===== src/rtl/fifo_read_stage.sv =====
// Purpose: two-entry skid/prefetch stage sitting behind a registered-read circular buffer.
// Latency: an entry reaches out_data two cycles after its pop is issued, then streams at one per cycle.
// Backpressure: out_ready=0 holds out_data/out_valid stable; popping stops once held + in-flight reaches 2.
//
// Ports:
//   clk, reset          - single clock, synchronous active-low reset
//   fifo_empty          - upstream buffer empty flag
//   fifo_read_data      - upstream read data, valid the cycle after fifo_read_en
//   fifo_read_en        - pop request to the upstream buffer
//   flush               - drop every held and in-flight entry
//   out_valid/out_ready - downstream handshake, out_data is the oldest held entry
//   occupancy           - number of held entries (0..2)
module fifo_read_stage #(
  parameter int DATA_W = 32
) (
  input  logic              clk,
  input  logic              reset,
  input  logic              fifo_empty,
  input  logic [DATA_W-1:0] fifo_read_data,
  output logic              fifo_read_en,
  input  logic              flush,
  output logic              out_valid,
  output logic [DATA_W-1:0] out_data,
  input  logic              out_ready,
  output logic [1:0]        occupancy
);

  logic [DATA_W-1:0] head;
  logic [DATA_W-1:0] tail;
  logic [1:0]        occ;
  logic              inflight;

  logic              transfer;
  logic              capture;
  logic [1:0]        occ_after;   // occupancy once this cycle's transfer is removed
  logic [2:0]        committed;   // held + in-flight - leaving, i.e. slots already spoken for

  always_comb begin
    out_valid    = reset && (occ != 2'd0) && !flush;
    transfer     = out_valid && out_ready;
    // A read issued last cycle always lands now; flush/reset discard it in the register block.
    capture      = inflight;
    occ_after    = occ - {1'b0, transfer};
    committed    = {1'b0, occ} + {2'b00, inflight} - {2'b00, transfer};
    fifo_read_en = reset && !flush && !fifo_empty && (committed < 3'd2);
    out_data     = head;
    occupancy    = reset ? occ : 2'd0;
  end

  always_ff @(posedge clk) begin
    if (!reset) begin
      occ      <= 2'd0;
      inflight <= 1'b0;
      head     <= '0;
      tail     <= '0;
    end else if (flush) begin
      occ      <= 2'd0;
      inflight <= 1'b0;
    end else begin
      inflight <= fifo_read_en;
      occ      <= occ_after + {1'b0, capture};
      // Tail advances to head when the head leaves; the new word then lands behind it.
      if (transfer && (occ == 2'd2)) begin
        head <= tail;
      end
      if (capture) begin
        if (occ_after == 2'd0) begin
          head <= fifo_read_data;
        end else begin
          tail <= fifo_read_data;
        end
      end
    end
  end

endmodule


===== config.mk =====
export PLATFORM = sky130hd
export DESIGN_NAME = fifo_read_stage
export DESIGN_NICKNAME = d
export VERILOG_FILES = /design/src/rtl/fifo_read_stage.sv
export SDC_FILE = /design/constraint.sdc
export NUM_CORES = 1
export LEC_CHECK = 0
export CAP_MARGIN = 20
export CORE_MARGIN = 3
export CORE_UTILIZATION = 45
export DETAILED_ROUTE_END_ITERATION = 10
export PLACE_DENSITY = 0.76
export REMOVE_ABC_BUFFERS = 1
export SLEW_MARGIN = 20
export SYNTH_ARGS = -nofsm -noshare
export SYNTH_HDL_FRONTEND = slang
export SYNTH_SLANG_ARGS = --single-unit

===== constraint.sdc =====
create_clock -name clk -period 6.75 [get_ports clk]
set_clock_uncertainty 0.15 [all_clocks]
set_input_delay 1.35 -clock clk [delete_from_list [all_inputs] [get_ports clk]]
set_output_delay 1.35 -clock clk [all_outputs]
set_load 0.05 [all_outputs]

After elaboration in Yosys (flattened, before gate mapping):

Index checks and enable logic that the tools add are counted.

* $add $sub $neg: 4
* $lt $le $gt $ge: 1
* equality and inequality tests: 1
* multiplexer cells: 4
* bitwise gates (word level): 3
* reductions and logical operators: 13

Operators by type and width (number)
* two-way mux 32 bit: 3
* logical AND 1 bit: 7
* adder 2 x 1 -> 3 bit: 1
* < comparator 3 x 2 -> 1 bit, second input constant: 1
* NOT 1 bit: 3
* AND reduction 3 bit: 1
* subtractor 3 x 1 -> 3 bit: 1
* adder 2 x 1 -> 2 bit: 1
* == test 2 bit, second input constant: 1
* logical NOT 1 bit: 2
* logical NOT 2 bit: 1
* two-way mux 2 bit: 1
* nonzero test 2 bit: 1
* OR reduction 2 bit: 1
* subtractor 2 x 1 -> 2 bit: 1

* bits in registers: 67
* input port bits: 37
* output and inout port bits: 36
* logic and storage cells: 30

Logic depth before layout (Yosys ltp):

* word-level depth: 8
* mapped depth: 10
* gate-level depth less buffers: 8

Worst setup path before layout:

Ideal clock, no wire load.

* kind: input to output
* start point: in reset
* end point: out fifo_read_en
* data arrival time: 5.190 ns
* data required time: 5.250 ns
* setup slack: 0.060 ns
* stages: 9
* cell sequence: clkbuf_1 nand2b_1 nor2_1 and2_1 ha_1 nand2b_1 fa_1 xor2_1 nor4b_1

* longest elaborated chain between the ends: 6

RTL lines
* start: declaration: RTL line 17 `input logic reset,`
* logical AND 1 bit (2 in series): RTL line 39 `out_valid = reset && (occ != 2'd0) && !flush;`
* net out_valid: RTL line 22 `output logic out_valid,`
* logical AND 1 bit: RTL line 40 `transfer = out_valid && out_ready;`
* subtractor 3 x 1 -> 3 bit: RTL line 44 `committed = {1'b0, occ} + {2'b00, inflight} - {2'b00, transfer};`
* < comparator 3 x 2 -> 1 bit: RTL line 45 `fifo_read_en = reset && !flush && !fifo_empty && (committed < 3'd2);`
* logical AND 1 bit: RTL line 45
* end: declaration: RTL line 20 `output logic fifo_read_en,`

The timed path passes the listed nets, and every way through them passes these cells.

Final worst setup path:

* start point: in flush
* end point: out fifo_read_en

* longest elaborated chain between the ends: 6

RTL lines
* start: declaration: RTL line 21 `input logic flush,`
* logical NOT 1 bit (*): RTL line 39, 45
* logical AND 1 bit: RTL line 39
* logical AND 1 bit: RTL line 40
* subtractor 3 x 1 -> 3 bit: RTL line 44
* < comparator 3 x 2 -> 1 bit: RTL line 45
* logical AND 1 bit (*): RTL line 45

Mark *: on every way between the ends. The rest lies on a longest branch, timed or not.

==> impl_results.md <==
* Maximum fanout along the worst path at 7
* Layout cell share with drive strength beyond 1 at 0.1463
* CTS tree: done
* Placer Congestion at 0.8279
* Initial core utilization at 0.4772
* CP required at 5.25 ns
* Clock latency on the worst-skew pair at around 0.35 ns
* Fill count at 618
* H-tree levels at 3
* Routed vias/inst at 5.604
* Status: complete, no violations
* Final setup viols at 0
* Worst slack, placed at 0.5116 ns
* Fin Hold WS at around 0.31 ns
* CTS root buf: clkbuf_8
* Synth unique cells at 32
* Via count at approximately 2900
* Post-CTS resize count at 0
* Vias in the first global route at roughly 2900
* Core area at 0.006982 mm²
* Setup Buffers After CTS at 0
* CP Capture Type: primary output
* DRT iter0 DRCs at 148
* Slew @ Worst Pin at 1.017 ns
* CTS Hold Bufs at 0
* Static Leakage at 1.379 nW
* Max Root-Sink Buffers at 2
* Fin crit share at 0.9240
* Die height at 92.05 µm
* Post-DRT Antenna Nets at 0
* CP cell instances: clkdlybuf4s50_1, nand2b_1, nor2_1, and2_1, ha_1, nand2b_1, fa_1, xor2_1, nor4b_1, clkdlybuf4s50_1
* Fin cells at 513
* Final net count at around 450
* Hold Path Class: reg -> reg
* GRT overflow at 0
* Final Max Tran Viols at 0
* RSZ-0062 raised after global routing: no
* Pwr dens at about 220 mW/mm²
* Initial antenna violation count at 0
* Ant diodes at 0
* VDD IR max at 265.3 µV
* GRT Resource Usage Total at 0.2007
* Worst EP arrival at 4.74 ns
* Clock Sink Count at 67
* Final min period at around 6.2 ns
* Synth Register Bits at 67
* Final Hold Vio Count at 0
* Wire per inst at about 16 µm
* Die X at slightly above 90 µm
* Peak Freq at 160.3 MHz
* DRT Pass-1 Iters at 4
* Largest stage delay, worst path at 0.87 ns
* Synthesized area per cell at around 9 µm²
* Global-route wire length before repair at 13790 µm
* Critical path class: in -> out
* Die area at roughly 0.0085 mm²
* Synth Instances at 361
* Max-Cap Viols at 0
* Post-synthesis sequential area ratio at 0.4026
* Drt total wl at 8188 µm
* Dpl cells at slightly below 500
* Clk slew on worst S/H paths at 0.08 ns
* Design Power at 0.9292 mW
* Relative slew slack at 0.3222
* P&R area growth vs syn at 29.29%
* Post-DP HPWL at 5070 µm
* Synthesized area at 0.003332 mm²
* Setup tns final at 0 ns
* Port Buffers at 72
* Number of warnings issued by yosys at 0
* Critical Path Source Type: input port
* Final WS setup at 0.5129 ns
* Cell at the slowest stage of the critical path: clkdlybuf4s50_1
* Top Ports at 73
* TritonCTS Buffers at 9
* DRC at 0
* Site row count at 30
* Largest net degree at the start of global routing at 69
## synthesized netlist by cell type
cell type  count  area (µm²)
dfxtp_1       67        1341
nand2_1       64       240.2
nor2_1        36       135.1
mux2i_1       33       330.3
nor3_1        32       160.2
a211oi_1      31       232.7
a2111oi_2     30       450.4
clkbuf_1      22       82.58
buf_2         10       50.05
buf_4          4       30.03
and2_1         3       18.77
ha_1           3       37.54
inv_2          3       11.26
inv_1          2       7.510
nand2b_1       2       12.51
nand3b_1       2       15.01
nor4b_1        2       17.52
a2111oi_0      1       8.760
a211oi_4       1       20.02
and4bb_1       1       12.51
buf_1          1       3.750
fa_1           1       20.02
nand3_1        1       5.000
nand4_1        1       6.260
nand4bb_1      1       11.26
nor2b_1        1       6.260
o311ai_1       1       8.760
or2_1          1       6.260
xnor2_1        1       8.760
xnor2_2        1       16.27
xor2_1         1       8.760
xor2_2         1       16.27
## metal layers
| layer | share of wire | vias to the layer above | routed length, µm | track usage |
|---|---|---|---|---|
| li1 | - | 1399 | - | - |
| met1 | 0.45 | 1391 | 3696 | 0.2517 |
| met2 | 0.49 | 75 | 4003 | 0.3315 |
| met3 | 0.050 | 10 | 410 | 0.05824 |
| met4 | 0.0096 | 0 | 79 | 0.06436 |
| met5 | 0 | - | 0 | 0 |
## final timing paths
check,slack (ns),from,cells past startpoint,end
max,0.51,flush,10,fifo_read_en
min,0.31,tail[1],2,tail[1]
max reg2reg,3.58,occ[1],8,tail[3]
min reg2reg,0.31,tail[1],2,tail[1]
## worst max-delay path: cells and delay by family
kind	cells	cell delay (ns)
AND/OR/NAND/NOR	5	1.09
XOR/XNOR	1	0.17
adder cells (fa/ha/maj)	2	0.64
buffers and inverters	2	1.49
## cell families (layout without fill, tap and decap cells)
| family | count (synthesis) | in the layout | share of synthesized area |
|---|---|---|---|
| AND/OR/NAND/NOR | 147 | 147 | 0.1941 |
| flip-flops | 67 | 67 | 0.4026 |
| AO/OA/AOI/OAI | 64 | 64 | 0.2163 |
| buffers and inverters | 42 | 98 | 0.05558 |
| multiplexers | 33 | 33 | 0.09914 |
| adder cells (fa/ha/maj) | 4 | 4 | 0.01728 |
| XOR/XNOR | 4 | 4 | 0.01502 |
## layout by cell type (no fill, tap or decap), drive strengths merged, types with 6 or more instances in the layout
cell            n
a2111oi        31
mux2i          33
nor3           32
nand2          64
nor2           36
clkdlybuf4s50  71
dfxtp          67
clkbuf          9
a211oi         32
buf             6
## area by class of cell
class	count	area [µm²]	share of cell area
repair buffers	77	753.2	0.1748
well taps	96	120.1	0.02788
clock buffers	9	123.9	0.02875
multi-input cells	252	1834	0.4258
clock inverters	7	116.4	0.02701
flip-flops and latches	67	1341	0.3114
inverters	5	18.77	0.004357
## sequential cells by signal (all words and copies together), names as in the netlist
register and cells:
occ 2, out_data 32, capture 1, tail 32
## where the power goes
group / internal [mW] / switching (mW) / leakage [nW]
logic: 0.0469 / 0.0673 / 0.718
clock network: 0.244 / 0.162 / 0.119
registers: 0.403 / 0.00488 / 0.542
total: 0.695 / 0.235 / 1.38
## through the flow
step,instance area [µm²],util
6_report,4308,0.6170
5_1_grt,4308,0.6170
4_1_cts,4308,0.6170
3_5_place_dp,4068,0.5826
3_3_place_gp,4066,0.5824
2_1_floorplan,3166,-
No activity file was read; power rests on OpenSTA's default activity.
